`src/rtl/input_keypad_scanner_pkg.sv`:
```
// Shared constants and types for the 4x4 keypad scanner and its debounce cells.
package input_keypad_scanner_pkg;

    localparam int INPUT_ROWS = 4;
    localparam int INPUT_COLS = 4;
    localparam int INPUT_KEYS = INPUT_ROWS * INPUT_COLS;
    localparam int DEB_W      = 4;

    typedef logic [DEB_W-1:0] deb_cnt_t;
    typedef logic [1:0]       row_idx_t;

    // Key index of the switch at row r / column c.
    function automatic int key_index(input int r, input int c);
        return INPUT_COLS * r + c;
    endfunction

endpackage

```
`src/rtl/input_keypad_scanner_if.sv`:
```
// Keypad matrix and debounced-key bundle; master = scanner side, slave = matrix/consumer side.
interface input_keypad_scanner_if;
    import input_keypad_scanner_pkg::*;

    logic [INPUT_ROWS-1:0] row_n;
    logic [INPUT_COLS-1:0] col_n;
    logic [INPUT_KEYS-1:0] key;
    logic                  frame_done;

    modport master (output row_n, output key, output frame_done, input col_n);
    modport slave  (input row_n, input key, input frame_done, output col_n);

endinterface

```
`src/rtl/input_keypad_scanner_debounce_cell.sv`:
```
// One key's debounced level: the level toggles after DEB_CNT consecutive disagreeing frames.
module input_debounce_cell
    import input_keypad_scanner_pkg::*;
#(
    parameter int DEB_CNT = 4
) (
    input  logic Clock,
    input  logic Reset,
    input  logic frame_valid_i,
    input  logic frame_bit_i,
    output logic key_o
);

    localparam deb_cnt_t CNT_LAST = deb_cnt_t'(DEB_CNT - 1);

    deb_cnt_t cnt_q, cnt_d;
    logic     key_q, key_d;

    always_comb begin
        cnt_d = cnt_q;
        key_d = key_q;
        if (frame_valid_i) begin
            if (frame_bit_i == key_q) begin
                cnt_d = '0;
            end else if (cnt_q == CNT_LAST) begin
                key_d = ~key_q;
                cnt_d = '0;
            end else begin
                cnt_d = cnt_q + 1'b1;
            end
        end
    end

    always_ff @(posedge Clock) begin
        if (Reset) begin
            cnt_q <= '0;
            key_q <= 1'b0;
        end else begin
            cnt_q <= cnt_d;
            key_q <= key_d;
        end
    end

    assign key_o = key_q;

endmodule

```
`src/rtl/input_keypad_scanner.sv`:
```
// 4x4 keypad scanner: row rotation, column synchronizer, frame assembly and per-key debounce.
// Optional build macro INPUT_GHOST_REJECT_EN discards frames with more than two keys down.
module input_keypad_scanner
    import input_keypad_scanner_pkg::*;
#(
    parameter int SCAN_DIV = 1000,
    parameter int DEB_CNT  = 4
) (
    input  logic                   Clock,
    input  logic                   Reset,
    input_keypad_scanner_if.master kp
);

    localparam int DIV_W = $clog2(SCAN_DIV);
    localparam logic [DIV_W-1:0] DIV_LAST = DIV_W'(SCAN_DIV - 1);

    logic [DIV_W-1:0]      div_q, div_d;
    row_idx_t              row_q, row_d;
    logic [INPUT_ROWS-1:0] row_n_q, row_n_d;
    logic [INPUT_COLS-1:0] sync1_q, sync2_q;
    logic [INPUT_KEYS-1:0] raw_q, raw_d;
    logic                  frame_done_q, frame_done_d;
    logic                  sample;
    logic                  frame_eval;
    logic                  frame_valid;
    logic [INPUT_KEYS-1:0] key_w;

    assign sample     = (div_q == DIV_LAST);
    assign frame_eval = sample && (row_q == row_idx_t'(INPUT_ROWS - 1));

    always_comb begin
        div_d   = sample ? '0 : div_q + 1'b1;
        row_d   = sample ? row_q + 1'b1 : row_q;
        row_n_d = sample ? {row_n_q[INPUT_ROWS-2:0], row_n_q[INPUT_ROWS-1]} : row_n_q;
        raw_d   = raw_q;
        if (sample) begin
            raw_d[key_index(int'(row_q), 0) +: INPUT_COLS] = ~sync2_q;
        end
        frame_done_d = frame_eval;
    end

    // On the row-3 sample edge raw_d already carries the current row, so it is the whole frame.
`ifdef INPUT_GHOST_REJECT_EN
    assign frame_valid = frame_eval && ($countones(raw_d) <= 2);
`else
    assign frame_valid = frame_eval;
`endif

    always_ff @(posedge Clock) begin
        if (Reset) begin
            div_q        <= '0;
            row_q        <= '0;
            row_n_q      <= 4'b1110;
            sync1_q      <= 4'b1111;
            sync2_q      <= 4'b1111;
            raw_q        <= '0;
            frame_done_q <= 1'b0;
        end else begin
            div_q        <= div_d;
            row_q        <= row_d;
            row_n_q      <= row_n_d;
            sync1_q      <= kp.col_n;
            sync2_q      <= sync1_q;
            raw_q        <= raw_d;
            frame_done_q <= frame_done_d;
        end
    end

    for (genvar i = 0; i < INPUT_KEYS; i++) begin : g_deb
        input_debounce_cell #(.DEB_CNT(DEB_CNT)) u_cell (
            .Clock        (Clock),
            .Reset        (Reset),
            .frame_valid_i(frame_valid),
            .frame_bit_i  (raw_d[i]),
            .key_o        (key_w[i])
        );
    end

    assign kp.row_n      = row_n_q;
    assign kp.key        = key_w;
    assign kp.frame_done = frame_done_q;

endmodule

```
`src/flat_wrapper.sv`:
```
// flat-port wrapper written by rule: the top's interface ports become plain ports
module input_keypad_scanner_flat import input_keypad_scanner_pkg::*;
#(
    parameter int SCAN_DIV = 1000,
    parameter int DEB_CNT  = 4
)
  (Clock, Reset, kp_row_n, kp_key, kp_frame_done, kp_col_n);
  input_keypad_scanner_if kp_i ();
  input  logic Clock;
  input  logic Reset;
  output wire logic [$bits(kp_i.row_n)-1:0] kp_row_n;
  output wire logic [$bits(kp_i.key)-1:0] kp_key;
  output wire logic [$bits(kp_i.frame_done)-1:0] kp_frame_done;
  input wire logic [$bits(kp_i.col_n)-1:0] kp_col_n;
  assign kp_row_n = kp_i.row_n;
  assign kp_key = kp_i.key;
  assign kp_frame_done = kp_i.frame_done;
  assign kp_i.col_n = kp_col_n;
  input_keypad_scanner #(.SCAN_DIV(SCAN_DIV), .DEB_CNT(DEB_CNT)) u_core (.Clock(Clock), .Reset(Reset), .kp(kp_i));
endmodule
```
`config.mk`:
```
export PLATFORM = sky130hd
export DESIGN_NAME = input_keypad_scanner_flat
export DESIGN_NICKNAME = d
export VERILOG_FILES = /design/src/rtl/input_keypad_scanner_pkg.sv /design/src/rtl/input_keypad_scanner_if.sv /design/src/rtl/input_keypad_scanner_debounce_cell.sv /design/src/rtl/input_keypad_scanner.sv /design/src/flat_wrapper.sv
export SDC_FILE = /design/constraint.sdc
export NUM_CORES = 1
export LEC_CHECK = 0
export BUFFER_PORTS_ARGS = -buffer_cell sky130_fd_sc_hd__buf_2
export CORE_ASPECT_RATIO = 1.25
export CORE_UTILIZATION = 46
export DETAILED_ROUTE_END_ITERATION = 16
export PLACE_DENSITY = 0.69
export SYNTH_ARGS = -nofsm -noshare
export SYNTH_HDL_FRONTEND = slang
export SYNTH_HIERARCHICAL = 1
export SYNTH_SLANG_ARGS = --single-unit
```
`constraint.sdc`:
```
create_clock -name Clock -period 5.2 [get_ports Clock]
set_input_delay 0.78 -clock Clock [delete_from_list [all_inputs] [get_ports Clock]]
set_output_delay 0.78 -clock Clock [all_outputs]
set_load 0.005 [all_outputs]
```
# After elaboration in Yosys (flattened, before gate mapping)
# Index checks and enable logic that the tools add are counted.
# classes
add_sub_neg,19
n_eq_ne,34
shift,2
muxes,34
bitwise,33
n_reduce_logical,18
# ops
operator,n
two-way mux 4 bit,32
"adder 4 x 1 -> 4 bit, second input constant",16
"== test 4 x 2 -> 1 bit, second input constant",16
AND reduction 3 bit,16
negation 4 -> 33 bit,1
"variable shift 4 x 33 -> 16 bit, first input constant",1
variable part select 4 x 33 -> 16 bit,1
inverter 1 bit,32
bitwise mux 16 bit,1
== test 1 bit,16
two-way mux 16 bit,1
"adder 10 x 1 -> 10 bit, second input constant",1
"== test 10 bit, second input constant",1
inverter 4 bit,1
"adder 2 x 1 -> 2 bit, second input constant",1
"== test 2 bit, second input constant",1
OR reduction 2 bit,1
logical AND 1 bit,1
# word_totals
out_inout_bits,21
regBits,121

# Longest topological paths before layout
# Gate-level depths: netlist of run 1.
# logic_depth
depth_word,7
ltp_mapped,9
depth_no_buf,9

# By module
# The synthesis of run 1 kept the hierarchy.
# by_module_without_submodules
module,cells_per_inst,instances,area_per_inst_um2,seq_area_each_um2
input_debounce_cell,28,16,260.2,100.1
input_keypad_scanner,197,1,1695.4,820.8

# Worst setup path before layout of run 1
# OpenSTA, ideal clock, no wires.
# synth_path
path_kind,flip-flop to flip-flop
startpoint,reg u_core.div_q[0]
endpoint,reg u_core.g_deb[0].u_cell.key_q
path_slack_ps,326
t_arrival_ps,4759
path_stages_with_launch,9
t_required_ps,5086
synth_period_minus_slack_ps,4874
n_path_buf,1
path_cell_list,dfxtp_1 -> ha_1 -> and3_1 -> buf_2 -> nand2_1 -> nor2_1 -> and4bb_2 -> mux2i_1 -> nor2_1
# synth_lines
element,line_no,text
start: declaration,input_keypad_scanner.sv:17,"logic [DIV_W-1:0] div_q, div_d;"
start signal: assignment,input_keypad_scanner.sv:59,div_q <= div_d;
== test 10 bit,input_keypad_scanner.sv:28,assign sample = (div_q == DIV_LAST);
logical AND 1 bit,input_keypad_scanner.sv:29,assign frame_eval = sample && (row_q == row_idx_t'(INPUT_ROWS - 1));
named net u_core.frame_done_d,input_keypad_scanner.sv:22,"logic frame_done_q, frame_done_d;"
AND reduction 3 bit (no line),-,
end signal: assignment,input_keypad_scanner_debounce_cell.sv:40,key_q <= key_d;
end: declaration,input_keypad_scanner_debounce_cell.sv:17,"logic key_q, key_d;"
# The timed path passes the listed nets, and every way through them passes these cells.
# A chain may end at the register's enable or synchronous reset.

# Worst setup path after layout of run 1
# layout_path
startpoint,reg u_core.div_q[0]
endpoint,reg u_core.g_deb[5].u_cell.key_q
# layout_lines
element,line_no
== test 10 bit,input_keypad_scanner.sv:28
logical AND 1 bit,input_keypad_scanner.sv:29
named net u_core.frame_done_d,input_keypad_scanner.sv:22
AND reduction 3 bit (no line),-
end signal: assignment,input_keypad_scanner_debounce_cell.sv:40
end: declaration,input_keypad_scanner_debounce_cell.sv:17
# The timed path passes the listed nets, and every way through them passes these cells.

==> results.toml, run 1 <==
[run_status]
status = "completed"

[timing]
fin_crit_sh = 0.5472
setup_viol = 0
slew_viol_final = 0
rsz0062_at_grt = "no"
worst_pin_slew_ps = 725.9
hold_viol = 0
finalClockSkew_ps = 12.74
fmax_mhz = 351.4
finalSetupTns_ps = 0
layout_min_cycle_time_ps = 2846
slew_headroom = 0.5161

[drt]
viasPerCell = 5.600
vias = 4822
drc = 0
wl_met3_um = 316
avgRoutedWirePerCell_um = 13.88
m1WireLength_um = 5219
top_layer = "met4"
wirelength_um = 11950
antenna_left = 0
wl_met2_um = 6078
drtIter0Drc = 253
first_pass_iters = 4

[floorplan]
dieHeight_um = 128.2
start_util = 0.4774
die_w_um = 102.9
row_count = 45
ioPinCount = 27
die_area_um2 = 13200
fp.coreArea_um2 = 12270

[yosys]
netlist_area_um2 = 5859
ys_types = 34
ys_warn_count = 6
synth_edf_count = 0
synth_seq_cells = 121
syn_inst = 645
ys.flop_type = "dfxtp_1"
async_flop_share = 0
syn_nets = 673
synth.avg_cell_area_um2 = 9.084
seq_area_frac_synth = 0.4134

[clock_tree]
hold_buffers = 0
cts_tree = "built"
cts_buffer_depth = 2
htree_levels = 4
numCtsBuffers = 17
ctsResizeCount = 0
clock-sinks = 121
cts-root-buf = "clkbuf_16"
cts_setup_buffers = 0
clock_latency_ps = 410
path_clk_slew_ps = 50

[power_and_ir_drop]
irDropWorstVdd_mv = 0.2079
power_density_nw_per_um2 = 321.7
power_mw = 2.192
p_leak_nw = 2.441

[global_route]
grt_use_total = 0.1989
grt_pass1_wl_um = 20620
grt_pass1_vias = 4653
antenna_found_initial = 0
overflow = 0
grt_max_degree = 77

[layout]
final_util = 0.5553
drive_gt1_frac = 0.1779
area_growth_pct = 16.31
final_area_um2 = 6815
fin_nets = 713
fillers = 1154
stdcell_count = 861
num_antenna_cells = 0
multiInputGateArea_um2 = 3214
ff_latch_area_um2 = 2422

[worst_setup_path]
critPathKind = "reg2reg"
cp.arrival_ps = 3110
start_kind = "register"
cp_max_fo = 65
cp-end-kind = "register"
crit_required_ps = 5470

[placement]
place_inst = 830
place_congestion = 0.7526
place_area_um2 = 6196
portBuffers = 26
dp_hpwl_um = 8225

[min_path]
hold_class = "reg2reg"

[flow_run]
maxCapViolCount = 0
-- final timing paths --
check	start	to	slack, ps	depth (start not counted)
worst max-delay path	u_core/div_q[0]	u_core/g_deb[5].u_cell/key_o	2350	8
worst min-delay path	u_core/sync1_q[0]	u_core/sync2_q[0]	420	1
worst max register to register	u_core/div_q[0]	u_core/g_deb[5].u_cell/key_o	2350	8
worst min register to register	u_core/sync1_q[0]	u_core/sync2_q[0]	420	1
-- flip-flops by register name, summed over array words and instances (netlist names) --
name                       cells
u_core/sync1_q                 4
u_core/div_q                  10
u_core/g_deb.u_cell/cnt_q     64
u_core/g_deb.u_cell/key_o     16
u_core/kp.row_n                4
u_core/kp.frame_done           1
u_core/raw_q                  16
u_core/sync2_q                 4
u_core/row_q                   2
-- cells by family after synthesis --
family / after synthesis / share of synthesized area
muxes: 16 / 0.02733
AOI/OAI and AO/OA: 121 / 0.1382
buffers and inverters: 60 / 0.03929
adders and majority gates: 22 / 0.04698
and+or+nand+nor: 282 / 0.3004
DFF: 121 / 0.4134
xor gates and xnor gates: 23 / 0.03438
-- synth_stat cells, types with 16 or more instances --
library cell | number | share of area
xor2_1 | 18 | 0.027
or3_2 | 16 | 0.021
inv_1 | 51 | 0.033
or3b_2 | 16 | 0.024
a21oi_1 | 55 | 0.047
nand3_1 | 42 | 0.036
nand2_1 | 56 | 0.036
ha_1 | 22 | 0.047
or4_1 | 16 | 0.021
o32ai_1 | 32 | 0.048
a21boi_0 | 32 | 0.041
nor2_1 | 22 | 0.014
mux2i_1 | 16 | 0.027
dfxtp_1 | 121 | 0.41
nand2b_1 | 32 | 0.034
nand4b_1 | 16 | 0.024
and4bb_2 | 16 | 0.034
-- metrics by stage --
stage | setup WS [ps] | hold slack [ps]
final | 2354 | 419.6
after global routing | 2088 | 424.6
after CTS | 2371 | 416.3
after detailed placement | 2359 | 401.3
after global placement | 2466 | 395.7
after floorplan | 326.1 | 389.5
-- final cells by class --
type | count | share of cell area
timing repair buffer | 30 | 0.02387
clock inverter | 9 | 0.02130
sequential | 121 | 0.3554
tap | 164 | 0.03011
clock buffer | 22 | 0.06958
multi-input combinational | 464 | 0.4716
inverter | 51 | 0.02809
-- metal layers --
metal  vias up  global-route usage
li1       2432                   -
met1      2298              0.2250
met2        72              0.3357
met3        20             0.05616
met4         0              0.1044
met5         -                   0
-- worst max-delay path, stage by stage (launching register included) --
cell	delay [ps]
dfxtp_1	360
ha_1	210
and3_1	370
nand2_1	220
nor2_4	430
buf_4	520
and4bb_2	310
mux2i_1	180
nor2_1	60
-- layout by cell type, fill, tap and decap left out, drive strengths merged --
master,netlist,routed
nor4bb,1,1
xnor2,5,5
or3b,16,16
nor2,22,22
nor3b,2,2
xor2,18,18
nand3b,1,1
nand2b,32,32
nor4,1,1
or3,29,29
nand4,5,5
buf,3,30
or4,16,16
bufinv,0,4
or2,12,12
a21boi,32,32
ha,22,22
nand4b,16,16
o32ai,32,32
o211ai,1,1
clkbuf,6,22
nand3,42,42
inv,51,51
and4bb,16,16
clkinv,0,5
a31oi,1,1
nor3,11,11
mux2i,16,16
a21oi,55,55
and3,4,4
nand2,56,56
dfxtp,121,121
-- power breakdown --
group	total (mW)	internal [mW]	leakage [nW]	switching [mW]
sequential	0.940	0.935	0.977	0.00526
combinational	0.0306	0.00901	1.15	0.0216
clock	1.22	0.832	0.310	0.390
total	2.19	1.78	2.44	0.417
Power figures use the tool's default switching activity.
==> run 2, diff against run 1 <==
--- a/config.mk
+++ b/config.mk
@@ -5,11 +5,12 @@
 export SDC_FILE = /design/constraint.sdc
 export NUM_CORES = 1
 export LEC_CHECK = 0
+export ABC_AREA = 1
 export BUFFER_PORTS_ARGS = -buffer_cell sky130_fd_sc_hd__buf_2
 export CORE_ASPECT_RATIO = 1.25
 export CORE_UTILIZATION = 46
 export DETAILED_ROUTE_END_ITERATION = 16
-export PLACE_DENSITY = 0.69
+export PLACE_DENSITY = 0.66
 export SYNTH_ARGS = -nofsm -noshare
 export SYNTH_HDL_FRONTEND = slang
 export SYNTH_HIERARCHICAL = 1
==> constraint.sdc (replaced) <==
create_clock -name Clock -period 3 [get_ports Clock]
set_input_delay 0.45 -clock Clock [delete_from_list [all_inputs] [get_ports Clock]]
set_output_delay 0.45 -clock Clock [all_outputs]
set_load 0.005 [all_outputs]
==> results.toml, run 2 <==
[yosys]
synth_most_common_cell = "nand2_1"
synthTopCellsByArea = "dfxtp_1 37%, nand2_1 12%, inv_1 6.5%"
ys_top_cells_by_count = "213 x nand2_1, 121 x dfxtp_1, 114 x inv_1"
async_flop_share = 0
seq_area_frac_synth = 0.3672
synth_edf_count = 0
yosys.area.top_type = "dfxtp_1"
synth_top_area_share = 0.3672
syn_inst = 913
syn_nets = 941
ys_warn_count = 6
ys_types = 27
synth_seq_cells = 121
ys.flop_type = "dfxtp_1"
netlist_area_um2 = 6596
synth.avg_cell_area_um2 = 7.225

[layout]
area_growth_pct = 13.30
layout_commonest_cell = "nand2_1"
most-common-layout-cells = "213 x nand2_1, 121 x dfxtp_1, 113 x inv_1"
final_util = 0.5364
drive_gt1_frac = 0.2137
stdcell_count = 1139
num_antenna_cells = 0
largest_register_ff_count = 64
regMostFlops = "u_core/g_deb.u_cell/cnt_q"
fin_nets = 982

[timing]
slew_viol_final = 0
fin_crit_sh = 0.7589
slew_headroom = 0.6145
setup_viol = 0
layout_min_cycle_time_ps = 2277
finalClockSkew_ps = 7.390
rsz0062_at_grt = "no"
fmax_mhz = 439.3
finalSetupTns_ps = 0
hold_viol = 0
worst_pin_slew_ps = 576.9

[drt]
viasPerCell = 5.031
first_pass_iters = 6
antenna_left = 0
drc = 0
drtIter0Drc = 357
vias = 5730
avgRoutedWirePerCell_um = 11.18
wirelength_um = 12730

[worst_setup_path]
crit_required_ps = 3350
cp_max_fo = 8
start_kind = "register"
worstPathBufferInverterCount = 3
cp-end-kind = "register"
cpPeakStageDelay_ps = 370
critPathKind = "reg2reg"
cp_slowest_cell = "nor2_1"
critPathTopFamily = "simple AND/OR/NAND/NOR gates"
cp.arrival_ps = 2630
path_cells = "inv_1, ha_1, inv_1, nor2_1, nand4_1, nand2_1, nand2_1, nand2_1, inv_1, nand2_2, nand3_2, nor2_4, nand2_2, a21oi_2"

[power_and_ir_drop]
p_clk_frac = 0.520
irDropWorstVdd_mv = 0.3108
p_sw_uw = 708.4
power_density_nw_per_um2 = 469.2
power_frac_seq = 0.463
p_int_mw = 2.798
p_leak_nw = 3.213
swShare = 0.2020
power_frac_comb = 0.017

[placement]
place_congestion = 0.7946
portBuffers = 26
dp_hpwl_um = 8904
place_inst = 1110

[global_route]
grt_pass1_vias = 5195
grt_max_degree = 81
grt_pass1_wl_um = 22000
antenna_found_initial = 0
overflow = 0
grt_use_total = 0.1847

[run_status]
status = "completed"

[clock_tree]
path_clk_slew_ps = 50
clock_latency_ps = 410
cts_buffer_depth = 2
numCtsBuffers = 17
hold_buffers = 0
cts-root-buf = "clkbuf_16"
ctsResizeCount = 0
htree_levels = 4
cts_setup_buffers = 0
clock-sinks = 121
cts_tree = "built"

[floorplan]
dieHeight_um = 135.9
start_util = 0.4734
die_area_um2 = 14830
row_count = 48
die_w_um = 109.1
ioPinCount = 27
fp.coreArea_um2 = 13930

[min_path]
hold_class = "in2reg"

[flow_run]
maxCapViolCount = 0
run 2: changes by cell type in the layout (fill, tap and decap cells not counted), sizes merged, moves of 29 or more:
| cell | delta |
|---|---|
| a21boi | -32 |
| o32ai | -32 |
| a21oi | +31 |
| nand2 | +213 |
| o21ai | +32 |
| nand4 | +45 |
| nand2b | -32 |
| nor2 | +66 |
| inv | +81 |
| or3 | -29 |
run 2: logic make-up (layout without fill, tap and decap cells):
logic type	after synthesis	in the layout	share of synthesized area
AOI/OAI and AO/OA	151	151	0.1368
xor gates and xnor gates	4	4	0.005311
adders and majority gates	22	22	0.04173
buffers and inverters	140	191	0.08270
DFF	121	121	0.3672
and+or+nand+nor	475	475	0.3663
run 2: layout make-up:
cell class,count,area [um^2]
clock buffers,25,475.5
clock inverters,4,45.04
repair buffers,30,187.7
well taps,175,219.0
multi-input cells,652,3628
fillers,1403,6460
flip-flops and latches,121,2422
inverters,132,495.5
run 2: worst reg2reg max path, cell delays in order (launching register included):
cell and delay, ps:
dfxtp_1 360, inv_1 90, ha_1 310, inv_1 100, nor2_1 370, nand4_1 150
nand2_1 90, nand2_1 70, nand2_1 150, inv_1 60, nand2_2 100, nand3_2 90
nor2_4 120, nand2_2 60, a21oi_2 100
run 2: power by group through the flow:
| stage | Clock [mW] | Sequential [mW] | Combinational [mW] |
|---|---|---|---|
| 2_1_floorplan | 0 | 1.65 | 0.0320 |
| 3_3_place_gp | 0 | 1.65 | 0.0615 |
| 3_5_place_dp | 0 | 1.66 | 0.0614 |
| 4_1_cts | 1.87 | 1.62 | 0.0617 |
| 5_1_grt | 1.94 | 1.62 | 0.0685 |
| 6_report | 1.82 | 1.62 | 0.0605 |
run 2: through the flow:
stage	area, um^2	setup WS [ps]	power [mW]	hold WS, ps
2_1_floorplan	6596	192.9	1.686	389.5
3_3_place_gp	6953	795.1	1.716	391.5
4_1_cts	7473	707.8	3.554	199.0
6_report	7473	723.4	3.506	216.8
3_5_place_dp	6953	729.3	1.717	397.0
5_1_grt	7473	477.6	3.626	209.9
run 2: path summary, 6_finish.rpt:
path         depth (start not counted)  slack (ps)               from                               to
max                                 14         720    u_core/row_q[1]  u_core/g_deb[5].u_cell/cnt_q[3]
min                                  2         220        kp_col_n[3]                u_core/sync1_q[3]
max reg2reg                         14         720    u_core/row_q[1]  u_core/g_deb[5].u_cell/cnt_q[3]
min reg2reg                          1         410  u_core/sync1_q[3]                u_core/sync2_q[3]
run 2: layer usage:
metal / wire length [um] / share of wire / vias to the layer above / track usage
li1: - / - / 3073 / -
met1: 5987 / 0.47 / 2573 / 0.2136
met2: 6170 / 0.48 / 58 / 0.3194
met3: 304 / 0.024 / 26 / 0.03595
met5: 0 / 0 / - / 0
met4: 272 / 0.021 / 0 / 0.09384
==> run 3, diff against run 2 <==
==> constraint.sdc (replaced) <==
create_clock -name Clock -period 2.3 [get_ports Clock]
set_input_delay 0.345 -clock Clock [delete_from_list [all_inputs] [get_ports Clock]]
set_output_delay 0.345 -clock Clock [all_outputs]
set_load 0.005 [all_outputs]
==> results.toml, run 3 (synthesized netlist as in run 2, its figures left out) <==
[run_status]
status = "completed"

[worst_setup_path]
cpPeakStageDelay_ps = 340
cp_slowest_cell = "dfxtp_1"
crit_required_ps = 2600
cp-end-kind = "register"
start_kind = "register"
cp_max_fo = 43
worstPathBufferInverterCount = 4
cp.arrival_ps = 2370
path_cells = "buf_4, ha_1, nand4_1, clkinvlp_4, buf_12, nand2_1, inv_1, o21ai_0, o211ai_1, nor2_1"
critPathTopFamily = "buffers and inverters"
critPathKind = "reg2reg"

[placement]
portBuffers = 26
dp_hpwl_um = 9032
place_congestion = 0.8093

[clock_tree]
cts_setup_buffers = 0
clock-sinks = 121
cts_tree = "built"
numCtsBuffers = 17
hold_buffers = 0
path_clk_slew_ps = 60
cts-root-buf = "clkbuf_16"
cts_buffer_depth = 2
htree_levels = 4
clock_latency_ps = 420
ctsResizeCount = 0

[power_and_ir_drop]
p_leak_nw = 3.286
irDropWorstVdd_mv = 0.3879
p_clk_frac = 0.558
swShare = 0.1955
power_frac_comb = 0.016
p_sw_uw = 970.3
power_density_nw_per_um2 = 650.3
power_frac_seq = 0.426
p_int_mw = 3.993

[timing]
finalSetupTns_ps = 0
worst_pin_slew_ps = 300.5
fmax_mhz = 484.1
setup_viol = 0
fin_crit_sh = 0.8981
hold_slack_ps = 108.5
slew_viol_final = 0
hold_viol = 0
slew_headroom = 0.7989
finalClockSkew_ps = 5.596
rsz0062_at_grt = "no"
layout_min_cycle_time_ps = 2066

[layout]
most-common-layout-cells = "211 x nand2_1, 121 x dfxtp_1, 113 x inv_1"
largest_register_ff_count = 64
fin_nets = 988
layout_commonest_cell = "nand2_1"
num_antenna_cells = 0
drive_gt1_frac = 0.2251
area_growth_pct = 15.71
regMostFlops = "u_core/g_deb.u_cell/cnt_q"

[drt]
avgRoutedWirePerCell_um = 11.40
drc = 0
drtIter0Drc = 280
antenna_left = 0
vias = 5793
first_pass_iters = 5
wirelength_um = 13090
viasPerCell = 5.046

[floorplan]
fp.coreArea_um2 = 13930
die_area_um2 = 14830
dieHeight_um = 135.9
die_w_um = 109.1
start_util = 0.4734
ioPinCount = 27
row_count = 48

[min_path]
hold_class = "in2reg"

[global_route]
grt_use_total = 0.1954
grt_pass1_wl_um = 23150
grt_pass1_vias = 5379
overflow = 0
antenna_found_initial = 0
grt_max_degree = 51

[flow_run]
maxCapViolCount = 0
[run 3: metal layers]
metal,global-route usage,routed length [um],part of all wire
met4,0.08709,193,0.015
met5,0,0,0
met1,0.2244,6023,0.46
met2,0.3414,6449,0.49
met3,0.04362,425,0.032
[run 3: per-stage QoR]
stage	cells	total power, mW	setup slack [ps]	area [um^2]	utilization
after floorplan	913	2.199	36.25	6600	-
after global placement	1116	2.239	317.6	7014	0.5034
final	1148	4.963	234.5	7632	0.5478
after global routing	1148	5.141	3.805	7632	0.5478
after CTS	1148	5.036	266.8	7627	0.5474
after detailed placement	1116	2.240	287.8	7014	0.5034
[run 3: final cells by class]
type	instances	area, um^2
clock buffer	23	467.9
clock inverter	9	145.1
fill	1336	6301
inverter	132	499.2
multi-input combinational	652	3633
sequential	121	2422
tap	175	219.0
timing repair buffer	36	245.2
[run 3: power groups by stage]
stage	clock network, mW	registers, mW	logic [mW]
CTS	2.84	2.11	0.0807
finish	2.77	2.12	0.0788
global placement	0	2.16	0.0801
floorplan	0	2.16	0.0417
detailed placement	0	2.16	0.0802
global route	2.94	2.11	0.0904
[run 3: path summary, 6_finish.rpt]
kind	start	end	slack [ps]	cells past startpoint
min reg2reg	u_core/sync1_q[1]	u_core/sync2_q[1]	420	1
max reg2reg	u_core/row_q[0]	u_core/g_deb[3].u_cell/cnt_q[2]	230	10
min	kp_col_n[0]	u_core/sync1_q[0]	110	2
max	u_core/row_q[0]	u_core/g_deb[3].u_cell/cnt_q[2]	230	10
